$ cat src/rtl/riscv_defs.sv
// Shared encodings for the multicycle RV32I control path: opcodes, mux selects,
// ALU codes and the controller state enumeration.
package riscv_defs;

    localparam logic [6:0] OP_LOAD   = 7'b0000011;
    localparam logic [6:0] OP_STORE  = 7'b0100011;
    localparam logic [6:0] OP_RTYPE  = 7'b0110011;
    localparam logic [6:0] OP_ITYPE  = 7'b0010011;
    localparam logic [6:0] OP_BRANCH = 7'b1100011;
    localparam logic [6:0] OP_JAL    = 7'b1101111;
    localparam logic [6:0] OP_JALR   = 7'b1100111;
    localparam logic [6:0] OP_LUI    = 7'b0110111;

    localparam logic [2:0] I_T = 3'b000;
    localparam logic [2:0] S_T = 3'b001;
    localparam logic [2:0] J_T = 3'b010;
    localparam logic [2:0] B_T = 3'b011;
    localparam logic [2:0] U_T = 3'b100;

    localparam logic [2:0] ALU_ADD = 3'b000;
    localparam logic [2:0] ALU_SUB = 3'b001;
    localparam logic [2:0] ALU_AND = 3'b010;
    localparam logic [2:0] ALU_OR  = 3'b011;
    localparam logic [2:0] ALU_XOR = 3'b100;
    localparam logic [2:0] ALU_SLT = 3'b101;

    localparam logic [1:0] RES_ALUOUT    = 2'b00;
    localparam logic [1:0] RES_DATA      = 2'b01;
    localparam logic [1:0] RES_ALURESULT = 2'b10;
    localparam logic [1:0] RES_IMMEXT    = 2'b11;

    localparam logic [1:0] SRCA_PC    = 2'b00;
    localparam logic [1:0] SRCA_OLDPC = 2'b01;
    localparam logic [1:0] SRCA_RD1   = 2'b10;

    localparam logic [1:0] SRCB_RD2  = 2'b00;
    localparam logic [1:0] SRCB_IMM  = 2'b01;
    localparam logic [1:0] SRCB_FOUR = 2'b10;

    typedef enum logic [1:0] {
        ALUOP_ADD   = 2'b00,
        ALUOP_SUB   = 2'b01,
        ALUOP_FUNCT = 2'b10
    } alu_op_t;

    typedef enum logic [3:0] {
        S_FETCH    = 4'd0,
        S_DECODE   = 4'd1,
        S_MEMADR   = 4'd2,
        S_MEMREAD  = 4'd3,
        S_MEMWB    = 4'd4,
        S_MEMWRITE = 4'd5,
        S_EXECR    = 4'd6,
        S_EXECI    = 4'd7,
        S_ALUWB    = 4'd8,
        S_BRANCH   = 4'd9,
        S_JAL      = 4'd10,
        S_JALR     = 4'd11,
        S_JALR2    = 4'd12,
        S_LUI      = 4'd13
    } state_t;

    function automatic logic [2:0] imm_sel(input logic [6:0] op);
        case (op)
            OP_STORE:  return S_T;
            OP_BRANCH: return B_T;
            OP_JAL:    return J_T;
            OP_LUI:    return U_T;
            default:   return I_T;
        endcase
    endfunction

endpackage

$ cat src/rtl/alu_decoder.sv
// Maps the FSM's ALU operation class plus instruction fields to an ALU control code.
module alu_decoder
    import riscv_defs::*;
#(
    parameter int W = 3
) (
    input  logic          op5,
    input  logic [2:0]    funct3,
    input  logic          funct7b5,
    input  alu_op_t       alu_op,
    output logic [W-1:0]  alu_control
);

    always_comb begin
        alu_control = W'(ALU_ADD);
        case (alu_op)
            ALUOP_SUB: alu_control = W'(ALU_SUB);
            ALUOP_FUNCT: begin
                case (funct3)
                    // funct7b5 is an immediate bit for addi, so only R-type may subtract
                    3'b000:  alu_control = (op5 & funct7b5) ? W'(ALU_SUB) : W'(ALU_ADD);
                    3'b111:  alu_control = W'(ALU_AND);
                    3'b110:  alu_control = W'(ALU_OR);
                    3'b100:  alu_control = W'(ALU_XOR);
                    3'b010:  alu_control = W'(ALU_SLT);
                    default: alu_control = W'(ALU_ADD);
                endcase
            end
            default: alu_control = W'(ALU_ADD);
        endcase
    end

endmodule

$ cat src/rtl/multicycle_controller.sv
// Main control FSM of the multicycle RV32I core: sequences fetch, decode, execute
// and writeback over the shared datapath, with memory-ready stalls.
module multicycle_controller
    import riscv_defs::*;
#(
    parameter logic [3:0] RESET_STATE = 4'd0,
    parameter int         ALU_CTRL_W  = 3
) (
    input  logic                  clk,
    input  logic                  rst,
    input  logic [6:0]            op,
    input  logic [2:0]            funct3,
    input  logic                  funct7b5,
    input  logic                  zero,
    input  logic                  neg,
    input  logic                  mem_ready,
    output logic                  pc_write,
    output logic                  adr_src,
    output logic                  mem_write,
    output logic                  ir_write,
    output logic [1:0]            result_src,
    output logic [1:0]            alu_src_a,
    output logic [1:0]            alu_src_b,
    output logic [ALU_CTRL_W-1:0] alu_control,
    output logic [2:0]            imm_src,
    output logic                  reg_write,
    output logic                  instr_done,
    output logic                  illegal
);

    state_t                state_reg, state_next;
    alu_op_t               alu_op;
    logic [ALU_CTRL_W-1:0] alu_ctrl_dec;
    logic                  taken;
    logic                  pc_write_c, adr_src_c, mem_write_c, ir_write_c;
    logic                  reg_write_c, instr_done_c, illegal_c;
    logic [1:0]            result_src_c, src_a_c, src_b_c;

    always_ff @(posedge clk or negedge rst) begin
        if (!rst) state_reg <= state_t'(RESET_STATE);
        else      state_reg <= state_next;
    end

    always_comb begin
        taken = 1'b0;
        case (funct3)
            3'b000:  taken = zero;
            3'b001:  taken = ~zero;
            3'b100:  taken = neg;
            3'b101:  taken = ~neg;
            default: taken = 1'b0;
        endcase
    end

    always_comb begin
        state_next   = S_FETCH;
        pc_write_c   = 1'b0;
        adr_src_c    = 1'b0;
        mem_write_c  = 1'b0;
        ir_write_c   = 1'b0;
        reg_write_c  = 1'b0;
        instr_done_c = 1'b0;
        illegal_c    = 1'b0;
        result_src_c = RES_ALUOUT;
        src_a_c      = SRCA_PC;
        src_b_c      = SRCB_RD2;
        alu_op       = ALUOP_ADD;
        case (state_reg)
            S_FETCH: begin
                src_b_c      = SRCB_FOUR;
                result_src_c = RES_ALURESULT;
                ir_write_c   = mem_ready;
                pc_write_c   = mem_ready;
                state_next   = mem_ready ? S_DECODE : S_FETCH;
            end
            S_DECODE: begin
                // Speculatively form OldPC+imm so BRANCH/JAL find their target in ALUOut
                src_a_c = SRCA_OLDPC;
                src_b_c = SRCB_IMM;
                case (op)
                    OP_LOAD, OP_STORE: state_next = S_MEMADR;
                    OP_RTYPE:          state_next = S_EXECR;
                    OP_ITYPE:          state_next = S_EXECI;
                    OP_BRANCH:         state_next = S_BRANCH;
                    OP_JAL:            state_next = S_JAL;
                    OP_JALR:           state_next = S_JALR;
                    OP_LUI:            state_next = S_LUI;
                    default: begin
                        illegal_c    = 1'b1;
                        instr_done_c = 1'b1;
                        state_next   = S_FETCH;
                    end
                endcase
            end
            S_MEMADR: begin
                src_a_c    = SRCA_RD1;
                src_b_c    = SRCB_IMM;
                state_next = op[5] ? S_MEMWRITE : S_MEMREAD;
            end
            S_MEMREAD: begin
                adr_src_c  = 1'b1;
                state_next = mem_ready ? S_MEMWB : S_MEMREAD;
            end
            S_MEMWB: begin
                result_src_c = RES_DATA;
                reg_write_c  = 1'b1;
                instr_done_c = 1'b1;
            end
            S_MEMWRITE: begin
                adr_src_c    = 1'b1;
                mem_write_c  = 1'b1;
                instr_done_c = mem_ready;
                state_next   = mem_ready ? S_FETCH : S_MEMWRITE;
            end
            S_EXECR: begin
                src_a_c    = SRCA_RD1;
                alu_op     = ALUOP_FUNCT;
                state_next = S_ALUWB;
            end
            S_EXECI: begin
                src_a_c    = SRCA_RD1;
                src_b_c    = SRCB_IMM;
                alu_op     = ALUOP_FUNCT;
                state_next = S_ALUWB;
            end
            S_ALUWB: begin
                reg_write_c  = 1'b1;
                instr_done_c = 1'b1;
            end
            S_BRANCH: begin
                src_a_c      = SRCA_RD1;
                alu_op       = ALUOP_SUB;
                pc_write_c   = taken;
                instr_done_c = 1'b1;
            end
            S_JAL: begin
                src_a_c    = SRCA_OLDPC;
                src_b_c    = SRCB_FOUR;
                pc_write_c = 1'b1;
                state_next = S_ALUWB;
            end
            S_JALR: begin
                src_a_c    = SRCA_RD1;
                src_b_c    = SRCB_IMM;
                state_next = S_JALR2;
            end
            S_JALR2: begin
                // PC takes the target from ALUOut while the ALU forms the link value
                src_a_c    = SRCA_OLDPC;
                src_b_c    = SRCB_FOUR;
                pc_write_c = 1'b1;
                state_next = S_ALUWB;
            end
            S_LUI: begin
                result_src_c = RES_IMMEXT;
                reg_write_c  = 1'b1;
                instr_done_c = 1'b1;
            end
            default: state_next = S_FETCH;
        endcase
    end

    alu_decoder #(.W(ALU_CTRL_W)) u_alu_decoder (
        .op5        (op[5]),
        .funct3     (funct3),
        .funct7b5   (funct7b5),
        .alu_op     (alu_op),
        .alu_control(alu_ctrl_dec)
    );

    // Reset forces every output low, independent of the state register
    assign pc_write    = rst & pc_write_c;
    assign adr_src     = rst & adr_src_c;
    assign mem_write   = rst & mem_write_c;
    assign ir_write    = rst & ir_write_c;
    assign reg_write   = rst & reg_write_c;
    assign instr_done  = rst & instr_done_c;
    assign illegal     = rst & illegal_c;
    assign result_src  = rst ? result_src_c : 2'b00;
    assign alu_src_a   = rst ? src_a_c : 2'b00;
    assign alu_src_b   = rst ? src_b_c : 2'b00;
    assign alu_control = rst ? alu_ctrl_dec : '0;
    assign imm_src     = rst ? imm_sel(op) : 3'b000;

endmodule

$ cat config.mk
export PLATFORM = sky130hd
export DESIGN_NAME = multicycle_controller
export DESIGN_NICKNAME = d
export VERILOG_FILES = /design/src/rtl/riscv_defs.sv /design/src/rtl/alu_decoder.sv /design/src/rtl/multicycle_controller.sv
export SDC_FILE = /design/constraint.sdc
export NUM_CORES = 1
export LEC_CHECK = 0
export CAP_MARGIN = 5
export CORE_MARGIN = 8
export CORE_UTILIZATION = 38
export CTS_CLUSTER_SIZE = 40
export DETAILED_ROUTE_END_ITERATION = 6
export MAX_ROUTING_LAYER = met4
export PLACE_DENSITY = 0.76
export SLEW_MARGIN = 20
export SYNTH_ARGS = -nofsm -noshare
export SYNTH_HDL_FRONTEND = slang
export SYNTH_SLANG_ARGS = --single-unit
$ cat constraint.sdc
create_clock -name clk -period 1.5 [get_ports clk]
set_input_delay 0.3 -clock clk [delete_from_list [all_inputs] [get_ports clk]]
set_output_delay 0.3 -clock clk [all_outputs]
set_load 0.01 [all_outputs]
==> results of run 1 <==
==> logic make-up after synthesis <==
| group | after synthesis | share of synthesized area [%] |
|---|---|---|
| multiplexers | 1 | 1.233 |
| AO/OA/AOI/OAI | 31 | 26.50 |
| adder cells (fa/ha/maj) | 2 | 3.081 |
| XOR/XNOR | 6 | 6.471 |
| buffers and inverters | 18 | 10.63 |
| flip-flops | 4 | 12.33 |
| AND/OR/NAND/NOR | 56 | 39.75 |
==> per-stage QoR <==
step	util [%]	instance area [um^2]	setup TNS, ps	hold slack (ps)	cells
global placement	76.64	1519	-12760	629.8	209
floorplan	-	884.6	-327.5	4.409	118
CTS	90.72	1798	-7093	26.14	231
detailed placement	76.64	1519	-13510	631.4	209
==> what timing repair did <==
item	4_1_cts
gates resized for setup	142
buffers inserted	19
pin swaps	30
setup endpoints to repair	23
endpoints found under the hold margin	0
==> reports/metrics.csv, run 1 <==
metric,value,unit
# clock sinks,4,
ys async rst share,100.0,%
status,aborted with a tool error,
Cell variety after synth,43,
number of synthesized flops with an enable pin,0,
Starting Density,40.97,%
CTS root buffer,clkbuf_4,
Die Height,62.23,um
RePlAce Congestion,0.9146,
First Err,[ERROR DPL-0033] detailed placement checks failed during check placement.,
most common library cells after synthesis,"11 x nor2_1, 10 x nand2_1, 7 x a21oi_1, 7 x inv_1, 7 x nor2b_1",
type of pin the worst path ends at,top-level output,
Bufs on Longest Clock Path,2,
hpwl dp,2.506,mm
Synth Net Count,136,
#FFs+latches synth,4,
pre-CTS WS,-803.0,ps
# hold bufs at CTS,0,
Syn. warnings,0,
Cells after Synth,118,
io pins,35,
Synth area leader,dfrtp_1,
top-count cell post-synth,nor2_1,
Syn Area/Cell,6.882,um^2
register area share after synthesis,12.33,%
prevailing post-synth register cell,dfrtp_1,
Die Span X,62.23,um
H-tree depth,1,
Synth area leaders,"dfrtp_1 12%, nor2b_1 5.4%, nor2_1 5.1%",
Rows,16,
Stop stage,global routing (5_1_grt),
Synth top area share,12.33,%
total clock buffers created by CTS,3,
cell area after synthesis,812.0,um^2
largest net degree at the start of global routing,13,
initial antenna violation count,0,
critical endpoint after global-route timing repair,alu_control[2],
port bufs,34,
==> inputs of run 2 (changes only) <==
CORE_AREA = 8 8 69 71   (was unset)
CORE_MARGIN = unset   (was 8)
CORE_UTILIZATION = unset   (was 38)
CTS_CLUSTER_SIZE = unset   (was 40)
DIE_AREA = 0 0 77 79   (was unset)
MAX_ROUTING_LAYER = unset   (was met4)
PLACE_DENSITY = unset   (was 0.76)
PLACE_DENSITY_LB_ADDON = 0.15   (was unset)
clock period = 1.95 ns   (was 1.5 ns; I/O delays follow)
==> reports/metrics.csv, run 2 <==
metric,value,unit
GR Overflow Total,0,
worst min-delay path class,input pin to async pin,
worst setup margin,-176.9,ps
Synth area leaders,"dfrtp_1 12%, nor2b_1 5.4%, nor2_1 5.1%",
Syn Area/Cell,6.882,um^2
Die Span X,77,um
first-pass GRT wire length,5.375,mm
number of cells after detailed placement,230,
most frequent cells in the layout,"40 x buf_4, 10 x nor2_1, 10 x dlygate4sd2_1",
max_cap viols,0,
VDD IR max,0.0002989,V
Synth top area share,12.33,%
period utilization,109.1,%
Total GRT Usage,10.48,%
area taken by multi-input logic gates,769.5,um^2
final setup vio count,3,
P per Cell Area,349.2,nW/um^2
Starting Density,21.38,%
met3 WL,160,um
Synth Net Count,136,
Rows,23,
H-tree depth,1,
hpwl dp,2.551,mm
number of synthesized flops with an enable pin,0,
RSZ-0062 raised after global routing,true,
#FFs+latches synth,4,
Die Footprint,6083,um^2
top sig layer,met4,
Syn-to-layout area delta,99.69,%
Slew @ Worst Pin,286.6,ps
most common library cells after synthesis,"11 x nor2_1, 10 x nand2_1, 7 x a21oi_1, 7 x inv_1, 7 x nor2b_1",
final wirelength,3.181,mm
Layout Utilization,42.69,%
vias in the first global route,1174,
RePlAce Congestion,0.8030,
status,finished with violations,
cell area after synthesis,812.0,um^2
Worst path max stage delay,400,ps
CTS tree,built,
port bufs,34,
Final #Nets,207,
clock-pin slew of the registers on the worst-case setup and hold paths,30,ps
# clock sinks,4,
CP bufs+invs,2,
ys async rst share,100.0,%
ANT cells,0,
post-detailed-route wirelength per cell,13.42,um
layout cells sized above 1,48.13,%
# hold bufs at CTS,0,
worst-path cell chain,"and2b_1, nand3b_1, inv_2, ha_4, nor4_4, buf_2",
"Largest delay share family, worst path",simple AND/OR/NAND/NOR gates,
initial antenna violation count,0,
maximum fanout along the worst path,4,
CTS root buffer,clkbuf_8,
Detailed Routing Iterations Pass 1,4,
WS Path Type,register to primary output,
Critical Path Start Type,register,
Filler cells,423,
crit path time final,2127,ps
largest net degree at the start of global routing,18,
Die Height,79,um
max reg flops,4,
WL met1,1.241,mm
Detail Route Antenna Nets,0,
final hold slack,237.4,ps
CP max-delay cell,dfrtp_1,
metal2 WL,1.720,mm
LEAKAGE,0.7754,nW
Final Hold Viols,0,
arrival time worst endpoint,1740,ps
Final Max Slew Viols,0,
top-count cell post-synth,nor2_1,
CP Capture Type,primary output,
io pins,35,
register area,101.3,um^2
total clock buffers created by CTS,3,
drt drc,0,
DR vias/cell,4.684,
Cells after Synth,118,
Cell variety after synth,43,
Required @ worst endpoint,1560,ps
prevailing post-synth register cell,dfrtp_1,
register area share after synthesis,12.33,%
core area,3799,um^2
Slew HR,80.75,%
Initial DRC Count,23,
clock skew,0.8662,ps
post-layout total power,566.3,uW
clk_lat worst skew,220,ps
Layout Cells excl Fill,237,
via count,1110,
failing checks,setup timing,
"commonest non-fill, non-tap cell in the layout",buf_4,
fmax,470.2,MHz
Syn. warnings,0,
Bufs on Longest Clock Path,2,
Synth area leader,dfrtp_1,
-- run 2: cell families (layout without fill, tap and decap cells) --
family | after synthesis | after routing | synth area share, %
and+or+nand+nor | 56 | 56 | 39.75
AOI/OAI and AO/OA | 31 | 31 | 26.50
buffers and inverters | 18 | 87 | 10.63
xor gates and xnor gates | 6 | 6 | 6.471
DFF | 4 | 4 | 12.33
adders and majority gates | 2 | 2 | 3.081
muxes | 1 | 1 | 1.233
-- run 2: path summary, 6_finish.rpt --
check	startpoint	end	slack [ps]	depth (start not counted)
hold / removal	rst	state_reg[0]$_DFF_PN0_	240	2
max in group asynchronous	rst	state_reg[3]$_DFF_PN0_	1480	3
setup / recovery	state_reg[1]$_DFF_PN0_	alu_control[2]	-180	6
hold reg to reg	state_reg[3]$_DFF_PN0_	state_reg[0]$_DFF_PN0_	730	2
min in group clk	op[0]	state_reg[1]$_DFF_PN0_	690	4
setup reg to reg	state_reg[1]$_DFF_PN0_	state_reg[0]$_DFF_PN0_	190	8
-- run 2: report_power, final --
part / internal (mW) / leakage [nW] / total [mW] / switching [mW]
Combinational: 0.161 / 0.701 / 0.300 / 0.139
Sequential: 0.0882 / 0.0525 / 0.0923 / 0.00411
Clock: 0.132 / 0.0216 / 0.174 / 0.0420
Total: 0.381 / 0.775 / 0.566 / 0.185
-- run 2: layout make-up --
cell class / count / share of cell area (%)
clock buffer: 3 / 2.546
inverter: 7 / 1.620
timing repair buffer: 77 / 38.27
tap: 50 / 3.858
sequential: 4 / 6.250
multi-input combinational: 96 / 47.45
-- run 2: what timing repair did --
item,in CTS,in global routing
setup endpoints to repair,19,15
pin swaps,9,8
setup buffers,3,1
resized for setup,77,27
-- run 2: metrics by stage --
stage | instance area, um^2 | TNS, ps | setup slack, ps
3_3_place_gp | 1466 | -6962 | -553.6
6_report | 1622 | -274.0 | -176.9
3_5_place_dp | 1466 | -7447 | -660.8
2_1_floorplan | 818.3 | 0 | 45.53
4_1_cts | 1587 | -620.8 | -185.7
5_1_grt | 1622 | -956.8 | -268.5
-- run 2: per-layer routing --
metal / global-route usage, % / vias to the layer above
met2: 20.39 / 29
met4: 3.585 / 0
met3: 2.822 / 6
met5: 0 / -
li1: - / 558
met1: 10.51 / 517
Power figures use the tool's default switching activity.
==> inputs of run 3 (changes only) <==
CELL_PAD_IN_SITES_DETAIL_PLACEMENT = 1   (was unset)
CELL_PAD_IN_SITES_GLOBAL_PLACEMENT = 2   (was unset)
CORE_AREA = unset   (was 8 8 69 71)
CORE_MARGIN = 8   (was unset)
CORE_UTILIZATION = 21   (was unset)
DIE_AREA = unset   (was 0 0 77 79)
==> reports/metrics.csv, run 3 (synthesis gave the netlist of run 2 again) <==
metric,value,unit
Total GRT Usage,11.73,%
io pins,35,
DR vias/cell,4.803,
max_cap viols,0,
via count,1148,
Required @ worst endpoint,1560,ps
Starting Density,22.01,%
status,finished with violations,
final setup vio count,6,
Reg-to-Reg Start,state_reg[1]$_DFF_PN0_,
port bufs,34,
layout cells sized above 1,50.26,%
arrival time worst endpoint,1750,ps
Die Footprint,6113,um^2
"commonest non-fill, non-tap cell in the layout",buf_4,
final hold slack,314.0,ps
RePlAce Congestion,0.7741,
Final #Nets,211,
H-tree depth,1,
"setup slack, reg-to-reg",190,ps
most frequent cells in the layout,"38 x buf_4, 11 x dlygate4sd2_1, 11 x buf_2",
clk_lat worst skew,220,ps
Final Max Slew Viols,0,
Rows,22,
pre-CTS WS,-564.6,ps
GR Overflow Total,0,
Filler cells,474,
crit path time final,2142,ps
post-detailed-route wirelength per cell,15.70,um
vias in the first global route,1203,
worst min-delay path class,input pin to async pin,
initial antenna violation count,0,
"Cell Area, Placed",1466,um^2
core area,3689,um^2
Detail Route Antenna Nets,0,
Syn-to-layout area delta,109.9,%
maximum fanout along the worst path,4,
Slew @ Worst Pin,264.5,ps
clock-pin slew of the registers on the worst-case setup and hold paths,30,ps
Die Span X,78.19,um
CTS tree,built,
WS Path Type,register to primary output,
LEAKAGE,0.7934,nW
Final Hold Viols,0,
CTS root buffer,clkbuf_8,
P per Cell Area,342.9,nW/um^2
Reg2Reg Capture Point,state_reg[2]$_DFF_PN0_,
fmax,466.8,MHz
Detailed Routing Iterations Pass 1,4,
# clock sinks,4,
total clock buffers created by CTS,3,
clock skew,3.499,ps
worst setup margin,-192.1,ps
# hold bufs at CTS,0,
reg2reg path depth,8,
final wirelength,3.753,mm
ANT cells,0,
Final TNS setup,-562.6,ps
Initial DRC Count,39,
period utilization,109.9,%
failing checks,setup timing,
CP Capture Type,primary output,
Slew HR,82.33,%
Critical Path Start Type,register,
first-pass GRT wire length,5.713,mm
VDD IR max,0.0002002,V
Die Height,78.19,um
drt drc,0,
final instance area,1704,um^2
max reg flops,4,
hpwl dp,2.835,mm
largest net degree at the start of global routing,18,
Bufs on Longest Clock Path,2,
RSZ-0062 raised after global routing,true,
run 3: cell count changes in the layout (fill, tap and decap cells not counted), sizes merged:
cell           before  now
buf                51   59
clkbuf              8    3
clkdlybuf4s50       5    7
dlymetal6s2s        3    1
dlygate4sd2        10   11
run 3: critical path, stage by stage (launching register included):
cell	delay [ps]
dfrtp_1	400
and2b_1	240
nand3b_1	170
buf_4	200
ha_4	170
a31oi_4	150
nor3b_2	70
buf_2	140
run 3: per-layer routing:
metal	GRT usage, %	vias to the layer above	routed length, um
met5	0	-	0
met4	6.111	0	82
met3	3.189	7	193
met2	20.96	30	1904
met1	12.25	543	1572
li1	-	568	-
run 3: power by group:
part           switching (mW)  total (mW)  internal (mW)
logic                   0.146       0.313          0.167
clock network          0.0467       0.179          0.132
registers             0.00487      0.0932         0.0883
total                   0.197       0.584          0.387
run 3: repair_timing:
action	CTS	global route
pin swaps	12	8
gates resized for setup	83	38
buffers inserted	5	3
setup endpoints to repair	19	13
run 3: worst max path at each step:
stage                                start  depth (start not counted)        endpoint  slack (ps)
floorplan           state_reg[3]$_DFF_PN0_                          6  alu_control[2]          50
global placement                     op[6]                          6      instr_done        -520
detailed placement                   op[4]                          6      instr_done        -560
CTS                 state_reg[1]$_DFF_PN0_                          6  alu_control[2]        -130
global route        state_reg[1]$_DFF_PN0_                          7  alu_control[0]        -300
finish              state_reg[1]$_DFF_PN0_                          7  alu_control[0]        -190
run 3: layout make-up:
| cell class | count | area (um^2) | area share (%) |
|---|---|---|---|
| multi-input cells | 96 | 798.3 | 46.84 |
| repair buffers | 81 | 675.6 | 39.65 |
| flip-flops and latches | 4 | 102.6 | 6.021 |
| well taps | 48 | 60.06 | 3.524 |
| clock buffers | 3 | 41.29 | 2.423 |
| inverters | 7 | 26.28 | 1.542 |
run 3: metrics by stage:
stage          total power [mW]  util [%]  instances
5_1_grt                  0.6268     46.20        239
3_3_place_gp             0.3737     39.76        230
2_1_floorplan            0.2184         -        118
4_1_cts                  0.5673     43.08        236
3_5_place_dp             0.3784     39.76        230
6_report                 0.5844     46.20        239
